$ cat config.mk
export PLATFORM = sky130hd
export DESIGN_NAME = rv_mem_arbiter
export DESIGN_NICKNAME = d
export VERILOG_FILES = /design/src/rtl/rv_mem_arbiter.sv
export SDC_FILE = /design/constraint.sdc
export NUM_CORES = 1
export LEC_CHECK = 0
export ABC_CLOCK_PERIOD_IN_PS = 2100
export CORE_AREA = 3 3 122 124
export CTS_CLUSTER_SIZE = 10
export DETAILED_ROUTE_END_ITERATION = 7
export DIE_AREA = 0 0 125 127
export REMOVE_ABC_BUFFERS = 1
export SKIP_LAST_GASP = 1
export SLEW_MARGIN = 20
export SYNTH_ARGS = -nofsm -noshare
export SYNTH_HDL_FRONTEND = slang
export SYNTH_SLANG_ARGS = --single-unit
export TNS_END_PERCENT = 100
$ cat constraint.sdc
create_clock -name clk_i -period 2.1 [get_ports clk_i]
set_input_delay 0.42 -clock clk_i [delete_from_list [all_inputs] [get_ports clk_i]]
set_output_delay 0.42 -clock clk_i [all_outputs]
set_load 0.02 [all_outputs]
$ cat src/rtl/rv_mem_arbiter.sv
// rv_mem_arbiter: two-master round-robin arbiter onto a single-outstanding data port toward the MMU.
// Latency: grant and slave request are combinational in the request cycle; the slave response passes straight back.
// Backpressure: while a transaction is outstanding, requests are held off (not queued); masters keep req high until gnt.

package rv_pkg;
    parameter int XLEN = 32;
endpackage

module rv_mem_arbiter
    import rv_pkg::*;
#(
    parameter int TIMEOUT = 16
) (
    input  logic              clk_i,
    input  logic              rst_i,

    input  logic              m0_req_i,
    input  logic              m0_we_i,
    input  logic [XLEN/8-1:0] m0_be_i,
    input  logic [XLEN-1:0]   m0_addr_i,
    input  logic [XLEN-1:0]   m0_wdata_i,
    output logic              m0_gnt_o,
    output logic              m0_rvalid_o,
    output logic [XLEN-1:0]   m0_rdata_o,

    input  logic              m1_req_i,
    input  logic              m1_we_i,
    input  logic [XLEN/8-1:0] m1_be_i,
    input  logic [XLEN-1:0]   m1_addr_i,
    input  logic [XLEN-1:0]   m1_wdata_i,
    output logic              m1_gnt_o,
    output logic              m1_rvalid_o,
    output logic [XLEN-1:0]   m1_rdata_o,

    output logic              data_req_o,
    output logic              data_we_o,
    output logic [XLEN/8-1:0] data_be_o,
    output logic [XLEN-1:0]   data_addr_o,
    output logic [XLEN-1:0]   data_wdata_o,
    input  logic              data_rvalid_i,
    input  logic [XLEN-1:0]   data_rdata_i,

    output logic              err_o
);

    // Counter value at which an unanswered transaction is abandoned.
    localparam logic [7:0] CNT_LAST = 8'(TIMEOUT - 1);

    typedef enum logic {
        IDLE = 1'b0,
        BUSY = 1'b1
    } state_t;

    state_t          state_q, state_d;
    logic            owner_q, owner_d;   // master that owns the outstanding transaction
    logic            last_q,  last_d;    // master granted most recently
    logic [7:0]      cnt_q,   cnt_d;     // BUSY cycles spent without a response

    logic            win;                // master selected this cycle
    logic            grant;
    logic            rsp;                // response (real or timeout) delivered to owner
    logic [XLEN-1:0] rsp_data;
    logic            err;
    logic            live;

    // State, ownership, fairness and timeout registers; reset clears them asynchronously.
    always_ff @(posedge clk_i or posedge rst_i) begin
        if (rst_i) begin
            state_q <= IDLE;
            owner_q <= 1'b0;
            last_q  <= 1'b1;
            cnt_q   <= 8'd0;
        end else begin
            state_q <= state_d;
            owner_q <= owner_d;
            last_q  <= last_d;
            cnt_q   <= cnt_d;
        end
    end

    // Arbitration, response routing and timeout decision for the current cycle.
    always_comb begin
        state_d  = state_q;
        owner_d  = owner_q;
        last_d   = last_q;
        cnt_d    = cnt_q;
        win      = 1'b0;
        grant    = 1'b0;
        rsp      = 1'b0;
        rsp_data = '0;
        err      = 1'b0;
        case (state_q)
            IDLE: begin
                // Nothing is outstanding, so any response here is stale.
                if (data_rvalid_i) begin
                    err = 1'b1;
                end
                if (m0_req_i || m1_req_i) begin
                    // On contention the master not granted last time wins.
                    win     = (m0_req_i && m1_req_i) ? ~last_q : m1_req_i;
                    grant   = 1'b1;
                    owner_d = win;
                    last_d  = win;
                    cnt_d   = 8'd0;
                    state_d = BUSY;
                end
            end
            BUSY: begin
                if (data_rvalid_i) begin
                    rsp      = 1'b1;
                    rsp_data = data_rdata_i;
                    state_d  = IDLE;
                end else if (cnt_q == CNT_LAST) begin
                    // Give up: hand the owner an empty response and flag it.
                    rsp     = 1'b1;
                    err     = 1'b1;
                    state_d = IDLE;
                end else begin
                    cnt_d = cnt_q + 8'd1;
                end
            end
            default: begin
                state_d = IDLE;
            end
        endcase
    end

    // Outputs are forced low while reset is held, even though the request path is combinational.
    assign live = ~rst_i;

    assign m0_gnt_o     = live & grant & ~win;
    assign m1_gnt_o     = live & grant & win;
    assign m0_rvalid_o  = live & rsp & ~owner_q;
    assign m1_rvalid_o  = live & rsp & owner_q;
    assign m0_rdata_o   = m0_rvalid_o ? rsp_data : '0;
    assign m1_rdata_o   = m1_rvalid_o ? rsp_data : '0;

    assign data_req_o   = live & grant;
    assign data_we_o    = data_req_o & (win ? m1_we_i : m0_we_i);
    assign data_be_o    = data_req_o ? (win ? m1_be_i    : m0_be_i)    : '0;
    assign data_addr_o  = data_req_o ? (win ? m1_addr_i  : m0_addr_i)  : '0;
    assign data_wdata_o = data_req_o ? (win ? m1_wdata_i : m0_wdata_i) : '0;

    assign err_o        = live & err;

endmodule

Word-level counts from Yosys, hierarchy flattened
Index checks and enable logic that the tools add are counted.

word-level totals
  flip-flop bits (word level) = 11
  output and inout bits = 139
  input bits = 175

cells by class
  muxes and demuxes = 29
  add/subtract/negate cells = 1
  reductions and logical operators = 4
  equal/unequal tests = 4
  bitwise gates (word level) = 13

operators with widths
  kind                 number
  $mux 32              8
  $mux 8               3
  $pmux 8 s2           1
  $mux 1               13
  $add 8x1->8 const B  1
  $and 1x1->1          8
  $eq 8x4->1 const B   1
  $mux 4               2
  $ne 2x2->1 const B   3
  $not 1->1            5
  $pmux 1 s2           2
  $reduce_and 3->1     1
  $reduce_and 2->1     1
  $logic_and 1x1->1    1
  $logic_or 1x1->1     1

Logic depth before layout (Yosys ltp)
  depth after elaboration = 7
  gate-level depth with buffers = 6

Worst setup path before layout
OpenSTA, ideal clock, no wires.

  path type = input port to output port
  start = input port rst_i
  end = output port m0_rdata_o[10]
  arrival = 1.684 ns
  stages on the path = 4
  required time = 1.680 ns
  path slack = -0.004 ns
  cells stage by stage = inv_1 nand2_1 clkbuf_1 nor3_1

between the ends
  longest elaborated chain between the ends = 4

ends and longest elaborated chain
  item                      RTL line  text
  start: declaration        15        input logic rst_i,
  $not 1->1                 129       assign live = ~rst_i;
  $and 1x1->1 (2 in a row)  133       assign m0_rvalid_o = live & rsp & ~owner_q;
  $mux 32                   135       assign m0_rdata_o = m0_rvalid_o ? rsp_data : '0;
  end: declaration          24        output logic [XLEN-1:0] m0_rdata_o,

Every way passes these cells.

Final worst setup path
  start = register last_q
  end = output port data_wdata_o[22]

between the ends
  longest elaborated chain between the ends = 6

ends and longest elaborated chain
  item                      RTL line  text
  start: declaration        56        logic last_q, last_d;
  start signal: assignment  76        last_q <= last_d;
  $not 1->1                 100       win = (m0_req_i && m1_req_i) ? ~last_q : m1_req_i;
  $mux 1                    100
  $mux 1                    98        if (m0_req_i || m1_req_i) begin
  $mux 1                    92        case (state_q)
  $mux 32 (2 in a row)      142       assign data_wdata_o = data_req_o ? (win ? m1_wdata_i : m0_wdata_i) : '0;
  end: declaration          39        output logic [XLEN-1:0] data_wdata_o,

Every way passes these cells.

==> impl_results.md <==
- Initial antenna violation count: 4
- Fillers: 1443
- Max-Cap Viols: 0
- Post-synth EDFFs: 0
- Synth Flop Type: dfrtp_1
- DRT Pass-1 Iters: 6
- Status: finished with violations
- Port-buffer cells: 313
- Via count: 3779
- Post-Synth Adder-Cell Area: 0.006313
- Die span in y: 127 µm
- Reg-to-reg startpoint: cnt_q[0]
- Area growth syn-to-layout: 186.0%
- Register area share after synthesis: 0.1395
- Cell variety after synth: 40
- Initial detailed-routing violation count: 201
- Slew @ Worst Pin: 401.0 ps
- # clock sinks: 11
- Power, Total: 0.002104 W
- Final worst setup slack: -82.86 ps
- Pwr/cell area: 371.2 nW/µm²
- Clock Latency Late Sink: 240 ps
- ANT nets after route: 0
- Share of post-route cells with drive strength above 1: 0.3673
- Total Wirelength: 16.48 mm
- Worst-path cell chain: buf_6, nand2_2, and3_4, buf_16, buf_8, a22o_4, buf_12
- Mapped Cells: 282
- FF+latch count, synth: 11
- GRT Residual Overflow: 0
- Critical Path End Type: primary output
- Hold Vio Cnt, Final: 0
- Std-Cell Rows: 43
- Fin crit period: 2183 ps
- CP arrival: 1760 ps
- Post-Route Skew: 7.006 ps
- RSZ-0062 raised after global routing: yes
- Post-route DRC violation count: 0
- Fmax: 458.1 MHz
- Critical path launch point: last_q
- Worst Setup Start Kind: flop
- Synth Area in Compound Gates: 0.3984
- Clk pin slew, worst setup/hold paths: 40 ps
- Post-Place Setup Slack: -721.8 ps
- Slowest CP cell: dfstp_2
- Failing checks: setup timing
- Largest family of logic cells by synthesized area: compound AO/OA/AOI/OAI gates
- Worst R2R Setup Slack: 440 ps
- Clock root cell: clkbuf_16
- Yosys warns: 0
- Required time worst endpoint: 1680 ps
- Die area: 15880 µm²
- Leak: 2.551 nW
- Ys async rst share: 1.000
- First-pass GRT wire length: 23.48 mm
- Relative slew slack: 0.7327
- Critical path type: flop to primary output
- Hold WC Path Type: flop to flop
- Mux cell area share after synthesis: 0
- Simple-gate area share of the yosys netlist: 0.3302
- Finish-stage setup viols: 44
- Area leader, netlist: a22o_1
- Largest net degree at the start of global routing: 65
- Period utilisation layout: 1.039
- GRT Util Overall: 0.1879
- CTS tree: yes
- GP Congestion: 0.9909
- Final number of max-transition violations: 0
- Vias in the first global route: 3752
- Via-to-Cell Ratio: 4.718
- Post-Synth XOR/XNOR Area: 0
- Synth area leaders: a22o_1, nor3_1, dfrtp_1
- Dpl hpwl: 12.93 mm
- Chip width: 125 µm
- Io pins: 314
- Initial Util: 0.1428
- Hold Startpoint: owner_q
- Drt wl/cell: 20.57 µm
- Avg Cell Area, Syn: 7.028 µm²
- CP peak stage delay: 530 ps
- Peak supply drop: 0.0002493 V
- TritonCTS Buffers: 3
- Final core utilization: 0.4083
- CP max FO: 7
- Core area: 13880 µm²
- Top-area cell type share of the netlist area: 0.3049
- Depth of the CTS H-tree: 1
- # nets final: 795
- Clock Tree Buf Depth: 2
- Post-Synthesis Cell Area: 1982 µm²
critical path, delay by kind of cell, from the launching register on:
family                 cells  cell delay (ps)
AO/OA/AOI/OAI              1              230
buffers and inverters      4              480
flip-flops                 1              530
AND/OR/NAND/NOR            2              260
worst paths after layout:
kind                                     to  depth (start not counted)
hold / removal                      owner_q                          2
hold reg to reg                     owner_q                          2
setup / recovery           data_wdata_o[22]                          7
setup reg to reg                   cnt_q[1]                          5
min in group asynchronous          cnt_q[0]                          5
max in group asynchronous            last_q                          5
Yosys cell counts (3+ instances only):
master     n
clkbuf_1  15
nor3_1    65
nand2_1   45
nor2_1     4
a21oi_1    5
a22o_1    69
and3_1     3
buf_6      8
nand4_1    3
buf_4      4
nand3_1    3
dfrtp_1   10
inv_1      4
o211ai_1   3
buf_2     10
logic make-up (layout without fill, tap and decap cells):
kind of cell | count (synthesis) | count (layout)
AO/OA/AOI/OAI | 94 | 94
AND/OR/NAND/NOR | 133 | 133
adder cells (fa/ha/maj) | 1 | 1
buffers and inverters | 43 | 379
other | 0 | 3
flip-flops | 11 | 11
cell usage in the layout (no fill, tap or decap), drive strengths merged, types with 2 or more instances in the layout:
cell and count:
a211oi 2, a21oi 5, a221o 2, a22o 69
and3 3, buf 190, clkbuf 3, clkdlybuf4s15 3
clkdlybuf4s50 171, clkinv 2, dfrtp 10, diode 3
dlygate4sd2 4, inv 5, nand2 45, nand3 3
nand4 3, nand4b 2, nor2 4, nor3 66
nor4 2, o211ai 3, o21ai 2, o31a 2
or4 2
per-layer routing:
layer	global-route usage	vias up	share of wire	wire, µm
li1	-	1775	-	-
met1	0.2335	1761	0.40	6513
met2	0.3239	218	0.50	8231
met3	0.04431	23	0.080	1315
met4	0.05676	2	0.024	395
met5	0	-	0.0012	20
area by class of cell:
| type | instances | area [µm²] | share of cell area |
|---|---|---|---|
| timing repair buffer | 369 | 3465 | 0.6113 |
| multi-input combinational | 228 | 1592 | 0.2808 |
| sequential | 11 | 276.5 | 0.04879 |
| tap | 180 | 225.2 | 0.03974 |
| clock buffer | 3 | 75.07 | 0.01325 |
| inverter | 6 | 22.52 | 0.003974 |
| antenna | 3 | 7.507 | 0.001325 |
| clock inverter | 1 | 5.005 | 0.0008830 |
registers in the layout (all words and copies together), names as in the netlist:
signal	flops
last_q	1
cnt_q	8
state_q	1
owner_q	1
report_power, final:
part | switching, W | total [W] | leakage, nW | internal, W
clock | 0.000106 | 0.000359 | 0.0409 | 0.000253
sequential | 0.0000188 | 0.000265 | 0.142 | 0.000247
combinational | 0.000714 | 0.00148 | 2.37 | 0.000766
stage by stage:
step                hold slack [ps]  std cells  instance area (µm²)  setup TNS, ps
floorplan                     288.2        245                 1755        -107720
global placement              559.7        775                 5484         -76440
detailed placement            561.3        775                 5484         -79190
CTS                           592.6        795                 5751          -5284
global route                  619.2        801                 5668          -7066
finish                        587.2        801                 5668          -2401
repair_timing:
action                                  CTS  global route
hold buffers                              0             0
gates cloned                              7             0
endpoints found under the setup margin  139           128
buffers inserted                          9             5
gates resized for setup                 617           116
endpoints found under the hold margin     0             0
pin swaps                                15            15
No activity file was read; power rests on OpenSTA's default activity.
